===== src/rtl/tau_cfg_pkg.sv =====
// Shared configuration constants for the tau datapath blocks.
package TauCfg;
    localparam int DIM     = 2;
    localparam int WORK_BW = 16;
endpackage


===== src/rtl/block_dispatcher_if.sv =====
// Configuration, block-issue and completion signals of the block dispatcher.
interface block_dispatcher_if #(
    parameter int DIM = TauCfg::DIM,
    parameter int WBW = TauCfg::WORK_BW
);
    logic                     cfg_rdy;
    logic                     cfg_ack;
    logic [DIM-1:0][WBW-1:0]  i_bgrid_step;
    logic [DIM-1:0][WBW-1:0]  i_bgrid_end;
    logic                     blk_rdy;
    logic                     blk_ack;
    logic [DIM-1:0][WBW-1:0]  o_bofs;
    logic                     blkdone_dval;
    logic                     done_dval;
    logic                     o_err;

    modport slave (
        input  cfg_rdy, i_bgrid_step, i_bgrid_end, blk_ack, blkdone_dval,
        output cfg_ack, blk_rdy, o_bofs, done_dval, o_err
    );

    modport master (
        output cfg_rdy, i_bgrid_step, i_bgrid_end, blk_ack, blkdone_dval,
        input  cfg_ack, blk_rdy, o_bofs, done_dval, o_err
    );
endinterface


===== src/rtl/block_dispatcher.sv =====
// Walks a block grid odometer-style, issuing offsets under an outstanding-block
// credit limit and signalling completion once every issued block has retired.
module block_dispatcher #(
    parameter int DIM     = TauCfg::DIM,
    parameter int WBW     = TauCfg::WORK_BW,
    parameter int N_OUTST = 4
) (
    input  logic               i_clk,
    input  logic               i_rst,
    block_dispatcher_if.slave  bus
);

    typedef enum logic [1:0] {IDLE, ISSUE, DRAIN} state_t;

    localparam logic [3:0] MAX_OUT = 4'(N_OUTST);

    state_t                   state_q, state_d;
    logic [DIM-1:0][WBW-1:0]  step_q, end_q;
    logic [DIM-1:0][WBW-1:0]  bofs_q, bofs_d, bofs_adv;
    logic [3:0]               cnt_q, cnt_d;
    logic                     blk_rdy_q, blk_rdy_d;
    logic                     done_q, done_d;
    logic                     err_q, err_d;
    logic                     fire, cfg_fire, last_blk;
    logic [WBW:0]             sum;

    assign fire     = blk_rdy_q & bus.blk_ack;
    assign cfg_fire = (state_q == IDLE) & bus.cfg_rdy;

    // Odometer step: the innermost dimension is DIM-1; a carry out of dim 0 marks the last block.
    always_comb begin
        // NOTE: every variable gets a default before any branch so no latch is inferred.
        bofs_adv = bofs_q;
        last_blk = 1'b1;
        sum      = '0;
        for (int i = DIM - 1; i >= 0; i--) begin
            if (last_blk) begin
                sum = {1'b0, bofs_q[i]} + {1'b0, step_q[i]};
                if (sum <= {1'b0, end_q[i]}) begin
                    bofs_adv[i] = sum[WBW-1:0];
                    last_blk    = 1'b0;
                end else begin
                    bofs_adv[i] = '0;
                end
            end
        end
    end

    always_comb begin
        cnt_d = cnt_q;
        err_d = err_q;
        if (fire && !bus.blkdone_dval) begin
            cnt_d = cnt_q + 4'd1;
        end else if (!fire && bus.blkdone_dval) begin
            if (cnt_q == 4'd0) err_d = 1'b1;
            else               cnt_d = cnt_q - 4'd1;
        end
    end

    always_comb begin
        state_d = state_q;
        bofs_d  = bofs_q;
        done_d  = 1'b0;
        case (state_q)
            IDLE: begin
                if (cfg_fire) begin
                    bofs_d  = '0;
                    state_d = ISSUE;
                end
            end
            ISSUE: begin
                if (fire) begin
                    bofs_d = bofs_adv;
                    if (last_blk) state_d = DRAIN;
                end
            end
            DRAIN: begin
                if (cnt_d == 4'd0) begin
                    done_d  = 1'b1;
                    state_d = IDLE;
                end
            end
            default: state_d = IDLE;
        endcase
        blk_rdy_d = (state_d == ISSUE) && (cnt_d < MAX_OUT);
    end

    // NOTE: sequential state uses non-blocking assignments so every register samples pre-edge values.
    always_ff @(posedge i_clk) begin
        if (i_rst) begin
            state_q   <= IDLE;
            bofs_q    <= '0;
            cnt_q     <= '0;
            blk_rdy_q <= 1'b0;
            done_q    <= 1'b0;
            err_q     <= 1'b0;
        end else begin
            state_q   <= state_d;
            bofs_q    <= bofs_d;
            cnt_q     <= cnt_d;
            blk_rdy_q <= blk_rdy_d;
            done_q    <= done_d;
            err_q     <= err_d;
        end
    end

    // NOTE: grid bounds are pure data captured on every accepted config, so they carry no reset.
    always_ff @(posedge i_clk) begin
        if (cfg_fire) begin
            step_q <= bus.i_bgrid_step;
            end_q  <= bus.i_bgrid_end;
        end
    end

    assign bus.cfg_ack   = cfg_fire;
    assign bus.blk_rdy   = blk_rdy_q;
    assign bus.o_bofs    = bofs_q;
    assign bus.done_dval = done_q;
    assign bus.o_err     = err_q;

endmodule


===== src/flat_wrapper.sv =====
// flat-port wrapper written by rule: the top's interface ports become plain ports
module block_dispatcher_flat 
#(
    parameter int DIM     = TauCfg::DIM,
    parameter int WBW     = TauCfg::WORK_BW,
    parameter int N_OUTST = 4
)
  (i_clk, i_rst, bus_cfg_rdy, bus_i_bgrid_step, bus_i_bgrid_end, bus_blk_ack, bus_blkdone_dval, bus_cfg_ack, bus_blk_rdy, bus_o_bofs, bus_done_dval, bus_o_err);
  block_dispatcher_if #(.DIM(DIM), .WBW(WBW)) bus_i ();
  input  logic i_clk;
  input  logic i_rst;
  input wire logic [$bits(bus_i.cfg_rdy)-1:0] bus_cfg_rdy;
  input wire logic [$bits(bus_i.i_bgrid_step)-1:0] bus_i_bgrid_step;
  input wire logic [$bits(bus_i.i_bgrid_end)-1:0] bus_i_bgrid_end;
  input wire logic [$bits(bus_i.blk_ack)-1:0] bus_blk_ack;
  input wire logic [$bits(bus_i.blkdone_dval)-1:0] bus_blkdone_dval;
  output wire logic [$bits(bus_i.cfg_ack)-1:0] bus_cfg_ack;
  output wire logic [$bits(bus_i.blk_rdy)-1:0] bus_blk_rdy;
  output wire logic [$bits(bus_i.o_bofs)-1:0] bus_o_bofs;
  output wire logic [$bits(bus_i.done_dval)-1:0] bus_done_dval;
  output wire logic [$bits(bus_i.o_err)-1:0] bus_o_err;
  assign bus_i.cfg_rdy = bus_cfg_rdy;
  assign bus_i.i_bgrid_step = bus_i_bgrid_step;
  assign bus_i.i_bgrid_end = bus_i_bgrid_end;
  assign bus_i.blk_ack = bus_blk_ack;
  assign bus_i.blkdone_dval = bus_blkdone_dval;
  assign bus_cfg_ack = bus_i.cfg_ack;
  assign bus_blk_rdy = bus_i.blk_rdy;
  assign bus_o_bofs = bus_i.o_bofs;
  assign bus_done_dval = bus_i.done_dval;
  assign bus_o_err = bus_i.o_err;
  block_dispatcher #(.DIM(DIM), .WBW(WBW), .N_OUTST(N_OUTST)) u_core (.i_clk(i_clk), .i_rst(i_rst), .bus(bus_i));
endmodule

===== config.mk =====
export PLATFORM = sky130hd
export DESIGN_NAME = block_dispatcher_flat
export DESIGN_NICKNAME = d
export VERILOG_FILES = /design/src/rtl/tau_cfg_pkg.sv /design/src/rtl/block_dispatcher_if.sv /design/src/rtl/block_dispatcher.sv /design/src/flat_wrapper.sv
export SDC_FILE = /design/constraint.sdc
export NUM_CORES = 1
export LEC_CHECK = 0
export ABC_AREA = 1
export CORE_UTILIZATION = 61
export CTS_BUF_LIST = sky130_fd_sc_hd__clkbuf_4 sky130_fd_sc_hd__clkbuf_8
export DETAILED_ROUTE_END_ITERATION = 10
export DONT_BUFFER_PORTS = 1
export PLACE_DENSITY = 0.88
export REMOVE_ABC_BUFFERS = 1
export SYNTH_ARGS = -nofsm -noshare
export SYNTH_HDL_FRONTEND = slang
export SYNTH_SLANG_ARGS = --single-unit

===== constraint.sdc =====
create_clock -name i_clk -period 4.1 [get_ports i_clk]
set_input_delay 0.82 -clock i_clk [delete_from_list [all_inputs] [get_ports i_clk]]
set_output_delay 0.82 -clock i_clk [all_outputs]
set_load 0.005 [all_outputs]

# Word-level counts from Yosys, hierarchy flattened
# Cells that the tools add are included.
# classes
bitwise_logic,4
shifts,0
div,0
n_addsub,4
n_reduce_logical,13
order_cmp,3
eq_ne,6
mux,18
mul,0
# ops
cell,n
32-bit two-way mux,2
32-bit one-hot mux with 2 select lines,1
16-bit two-way mux,3
16-bit by 16-bit adder with 17-bit output,2
17-bit by 16-bit less-or-equal comparator with 1-bit output,2
4-bit two-way mux,3
4-bit zero test,2
2-bit two-way mux,4
2-bit one-hot mux with 3 select lines,1
3-bit AND reduction,2
"4-bit by 1-bit adder with 4-bit output, second input constant",1
"2-bit by 1-bit equality test with 1-bit output, second input constant",2
"4-bit by 3-bit < comparator with 1-bit output, second input constant",1
1-bit two-way mux,4
"2-bit inequality test, second input constant",2
4-bit AND reduction,1
"4-bit by 1-bit subtractor with 4-bit output, second input constant",1
1-bit logical AND,3
1-bit bitwise AND,2
"2-bit equality test, second input constant",1
1-bit zero test,2
2-bit zero test,1
"2-bit by 1-bit inequality test with 1-bit output, second input constant",1
1-bit NOT,2
2 further kinds,2
# totals
regBits,105
out_inout_bits,36
latchBits,0
rom_bits,0
ramBits,0
inputBits,69
wordCells,59
mem_count,0

# Logic depth before layout (Yosys ltp)
# Gate-level depths: netlist (run 1).
# logic_depth
depth_word,10
depth_mapped,26
depth_no_buf,25

# Least setup slack after synthesis (run 1)
# No wires, ideal clock.
# synth_timing
kind,input-to-reg
startpoint,input port bus_cfg_rdy
endpoint,"register u_core.bofs_q, in the netlist u_core.bus.o_bofs[12]"
stages,8
setup_ns,0.128
arrival_time_ns,3.208
n_path_buf,1
setup_slack_ns,0.764
required_ns,3.972
path_cell_list,nand3_1 inv_1 a21oi_4 inv_1 clkbuf_1 a21boi_0 nor2_1 nor2_1
# synth_between
elab_chain_len,3
# synth_lines
element,line,text
from (decl),flat_wrapper.sv:12,input wire logic [$bits(bus_i.cfg_rdy)-1:0] bus_cfg_rdy;
1-bit bitwise AND,block_dispatcher.sv:28,assign cfg_fire = (state_q == IDLE) & bus.cfg_rdy;
net bus_cfg_ack,flat_wrapper.sv:17,output wire logic [$bits(bus_i.cfg_ack)-1:0] bus_cfg_ack;
2-bit inequality test (no source line),n/a,
4-bit AND reduction (no source line),n/a,
to (signal assigned),block_dispatcher.sv:99,bofs_q <= bofs_d;
to (decl),block_dispatcher.sv:19,"logic [DIM-1:0][WBW-1:0] bofs_q, bofs_d, bofs_adv;"
# The timed path passes the listed nets, and every way through them passes these cells.
# A chain may end at the register's enable or synchronous reset.

# Worst setup path after layout (run 1)
# layout_timing
startpoint,"register u_core.bofs_q, in the netlist u_core.bus.o_bofs[0]"
endpoint,"register u_core.bofs_q, in the netlist u_core.bus.o_bofs[3]"
# layout_between
elab_chain_len,6
# layout_lines
element,line,text
16-bit by 16-bit adder with 17-bit output *,block_dispatcher.sv:38,"sum = {1'b0, bofs_q[i]} + {1'b0, step_q[i]};"
17-bit by 16-bit less-or-equal comparator with 1-bit output,block_dispatcher.sv:39,"if (sum <= {1'b0, end_q[i]}) begin"
16-bit two-way mux *,block_dispatcher.sv:39,
16-bit two-way mux *,block_dispatcher.sv:37,if (last_blk) begin
32-bit two-way mux *,block_dispatcher.sv:72,if (fire) begin
32-bit one-hot mux with 2 select lines *,block_dispatcher.sv:64,case (state_q)
# Every way passes the cells marked *; elsewhere a longest branch is shown, timed or not. The select of a mux whose other input is x is not followed.

==> flow_metrics.py, run 1 <==
metrics = {
    "critical_path": {
        "reg2reg_from": "u_core.bus.o_bofs[0]",
        "cp-end-kind": "register",
        "reg2regPathDepth": 22,
        "slowest_stage": "dfxtp_1",
        "setup.worst_path.start": "u_core.bus.o_bofs[0]",
        "crit_required_ps": 4420,
        "worstPathMaxFanout": 18,
        "crit_type": "register to register",
        "crit_chain": "ha_1 > inv_1 > fa_1 > nand3b_1 > nand2_1 > nand2_1 > nand2_1 > a21oi_1 > o21ai_1 > xor2_1 > ha_1 > nand2_1 > nor2_1 > a211oi_1 > nor2_1 > nor2_1 > nand3_1 > nand2_4 > nand3_1 > nor2_2 > nor2_1 > nor2_1",
        "slowest_delay_ps": 400,
        "reg2reg_to": "u_core.bus.o_bofs[3]",
        "worst_path_most_repeated_cell": "nor2_1",
        "cp_num_buf_inv": 1,
        "cp.arrival_ps": 4120,
        "worstSetupStartpointType": "register",
        "reg2reg_setup_slack_ps": 300,
        "path_delay_family": "simple AND/OR/NAND/NOR gates",
    },
    "finish": {
        "num-fill-cells": 770,
        "final_core_util_pct": 67.1,
        "finalNonFillerCells": 842,
        "areaGrowthSynthToFinish_pct": 4.93,
        "nets": 840,
        "layout-drive-gt1-share_pct": 10.7,
        "multi_input_area_um2": 3160,
        "seqCellArea_um2": 2740,
    },
    "yosys": {
        "synth_compound_gate_area_share_pct": 10.9,
        "synth_top_family_by_area": "simple AND/OR/NAND/NOR gates",
        "ys_seq_area_share_pct": 43.3,
        "syn_area_um2": 6340,
        "yosysWarningCount": 0,
        "synth_xor_area_share_pct": 4.01,
        "synthCells": 701,
        "synthMuxAreaShare_pct": 0.158,
        "synth_area_leaders": "edfxtp_1 (30%), ha_1 (13%), dfxtp_1 (13%)",
        "async_flop_share_pct": 0,
        "synth_adder_area_share_pct": 13.7,
        "yosysTopAreaCellShare_pct": 30.3,
        "synth.largest_area_cell": "edfxtp_1",
        "synth_flop_cell": "edfxtp_1",
        "ys_types": 49,
        "synth-seq-cells": 105,
        "synthSimpleGateAreaFrac_pct": 20.9,
        "synth_edf_count": 64,
        "avgSynthCellArea_um2": 9.04,
    },
    "sta": {
        "hold_slack_ps": 434,
        "skew_ps": 6.11,
        "finalMaxSlewViolations": 0,
        "tns_ps": 0,
        "fin_crit_ps": 3800,
        "hold_violations": 0,
        "finalSetupViolCount": 0,
        "fin_ws_ps": 303,
        "fmax_ghz": 0.263,
        "fin_crit_sh_pct": 92.6,
        "rsz0062_at_grt": "false",
        "maxSlewHeadroom_pct": 54.5,
        "worstMarginPinSlew_ps": 682,
    },
    "place": {
        "io_buffers": 0,
        "dp.cells": 823,
        "dp_hpwl_um": 10100,
        "dp_slack_ps": 236,
        "gp_congestion": 0.899,
    },
    "global_route": {
        "grt_pass1_vias": 4929,
        "grt.overflow.total": 0,
        "grt_pass1_wl_um": 22400,
        "grtUsageTotal_pct": 26.1,
        "antenna_found_initial": 1,
        "grt_max_degree": 43,
    },
    "floorplan": {
        "die-area_um2": 10800,
        "pin_count": 105,
        "fp.dieH_um": 104,
        "core.rowCount": 36,
        "start_util_pct": 64.0,
        "core_um2": 9910,
        "die_w_um": 104,
    },
    "drt": {
        "drt_iter0_drc": 236,
        "finalWirelength_um": 13400,
        "remaining_drc_errors": 0,
        "wl_per_cell_um": 16.0,
        "dr.pass1.iters": 4,
        "postRouteAntennaNets": 0,
        "vias": 4773,
        "routed_via_density": 5.67,
    },
    "clock_network": {
        "clk_pin_slew_worst_paths_ps": 110,
        "htreeDepth": 3,
        "cts_made_buffers": 9,
        "clock-sinks": 105,
        "cts_tree": "built",
        "clkLatencyLatePin_ps": 380,
        "clockBufferDepth": 2,
        "cts_root_buf": "clkbuf_8",
    },
    "run_status": {
        "outcome": "complete, no violations",
    },
    "power": {
        "p_leak_uw": 0.00292,
        "vdd_drop_max_mv": 0.303,
        "p_per_area_nw_per_um2": 372,
    },
    "min_path": {
        "hold_depth": 1,
        "min_from": "u_core.state_q[0]",
        "hold_class": "register to register",
        "whs_endpoint": "u_core.bus.done_dval",
    },
    "job": {
        "cap_violations": 0,
    },
}
==> cell type report <==
| class | count | area share [%] |
|---|---|---|
| tap | 133 | 2.50 |
| antenna | 1 | 0.0376 |
| clock inverter | 7 | 0.903 |
| multi-input combinational | 492 | 47.5 |
| sequential | 105 | 41.2 |
| timing repair buffer | 4 | 0.828 |
| inverter | 91 | 5.14 |
| clock buffer | 9 | 1.86 |
==> sequential cells by signal, indices dropped and copies added, names as in the netlist <==
register              flops
u_core.cnt_q              4
u_core.bus.done_dval      1
u_core.end_q             32
u_core.step_q            32
u_core.bus.o_bofs        32
u_core.bus.o_err          1
u_core.state_q            2
u_core.bus.blk_rdy        1
==> cell families after synthesis <==
family / after synthesis
buffers and inverters: 104
AO/OA/AOI/OAI: 107
multiplexers: 1
flip-flops: 105
adder cells (fa/ha/maj): 68
XOR/XNOR: 29
AND/OR/NAND/NOR: 287
==> metrics by stage <==
| stage | instance area (µm²) | power (µW) |
|---|---|---|
| floorplan | 6230 | 1720 |
| global placement | 6410 | 1820 |
| detailed placement | 6410 | 1860 |
| CTS | 6600 | 2480 |
| global route | 6650 | 2610 |
| finish | 6650 | 2470 |
==> report_power, final <==
| group | leakage (µW) | internal (µW) | switching (µW) | total [µW] |
|---|---|---|---|---|
| registers | 0.000945 | 1200 | 46.4 | 1250 |
| clock network | 0.0000921 | 234 | 383 | 617 |
| logic | 0.00189 | 209 | 398 | 607 |
==> cells in the final DEF (no fill, tap or decap), types with 2 or more instances in the layout <==
| master | netlist | layout |
|---|---|---|
| a21boi_0 | 10 | 10 |
| a21boi_1 | 5 | 5 |
| a21o_1 | 2 | 2 |
| a21oi_1 | 47 | 47 |
| a21oi_2 | 12 | 12 |
| a21oi_4 | 2 | 2 |
| a31oi_1 | 3 | 3 |
| buf_12 | 1 | 2 |
| buf_4 | 0 | 2 |
| clkbuf_8 | 0 | 9 |
| dfxtp_1 | 41 | 41 |
| edfxtp_1 | 64 | 64 |
| fa_1 | 2 | 2 |
| ha_1 | 66 | 66 |
| inv_1 | 89 | 88 |
| inv_2 | 2 | 3 |
| inv_6 | 0 | 3 |
| inv_8 | 0 | 2 |
| nand2_1 | 117 | 117 |
| nand2_2 | 19 | 18 |
| nand2_4 | 2 | 2 |
| nand3_1 | 35 | 35 |
| nand3_2 | 2 | 2 |
| nand3b_1 | 2 | 2 |
| nand4_1 | 14 | 14 |
| nor2_1 | 69 | 69 |
| nor2_2 | 12 | 12 |
| nor3_1 | 5 | 5 |
| nor4_1 | 4 | 4 |
| o2111ai_1 | 3 | 3 |
| o21ai_0 | 11 | 10 |
| o21ai_1 | 1 | 2 |
| o21bai_1 | 3 | 3 |
| o31ai_1 | 2 | 2 |
| xnor2_1 | 12 | 12 |
| xor2_1 | 17 | 17 |
==> timing repair <==
item	CTS	global route
setup buffers	0	2
gates resized for setup	0	3
setup endpoints to repair	0	25
hold buffers	0	0
==> worst max path at each step <==
stage | to | slack [ps] | cells past startpoint
after detailed placement | u_core.bus.o_bofs[3] | 240 | 21
final | u_core.bus.o_bofs[3] | 300 | 22
after CTS | u_core.bus.o_bofs[3] | 170 | 22
after global routing | u_core.bus.o_bofs[30] | 30 | 21
after global placement | u_core.bus.o_bofs[7] | 390 | 21
after floorplan | u_core.bus.o_bofs[14] | 690 | 8
==> routing by layer <==
| metal | global-route usage (%) | vias up | wire length [µm] |
|---|---|---|---|
| li1 | - | 2367 | - |
| met1 | 27.7 | 2203 | 5110 |
| met2 | 47.8 | 165 | 7000 |
| met3 | 7.46 | 38 | 922 |
| met4 | 11.8 | 0 | 408 |
| met5 | 0 | - | 0 |
==> synthesized netlist by cell type (all sizes together), types with 2 or more instances <==
cell type and instances:
edfxtp 64, xor2 17, nand3b 2, nand2 138
fa 2, o21ai 13, dfxtp 41, nor2 83
nand3 37, a31oi 3, a21o 2, nor3 6
o31ai 2, nor4 4, clkbuf 6, o21bai 3
inv 91, and2 2, xnor2 12, o2111ai 3
dlygate4sd1 2, buf 5, ha 66, a21oi 61
nand4 14, a21boi 15
No activity file was read; power rests on OpenSTA's default activity.
==> run 2, diff against run 1 <==
--- a/config.mk
+++ b/config.mk
@@ -6,6 +6,7 @@
 export NUM_CORES = 1
 export LEC_CHECK = 0
 export ABC_AREA = 1
+export CAP_MARGIN = 15
 export CORE_UTILIZATION = 61
 export CTS_BUF_LIST = sky130_fd_sc_hd__clkbuf_4 sky130_fd_sc_hd__clkbuf_8
 export DETAILED_ROUTE_END_ITERATION = 10
==> results of run 2 <==
Same layout as run 1: the final DEF is identical, and so are final timing and power.
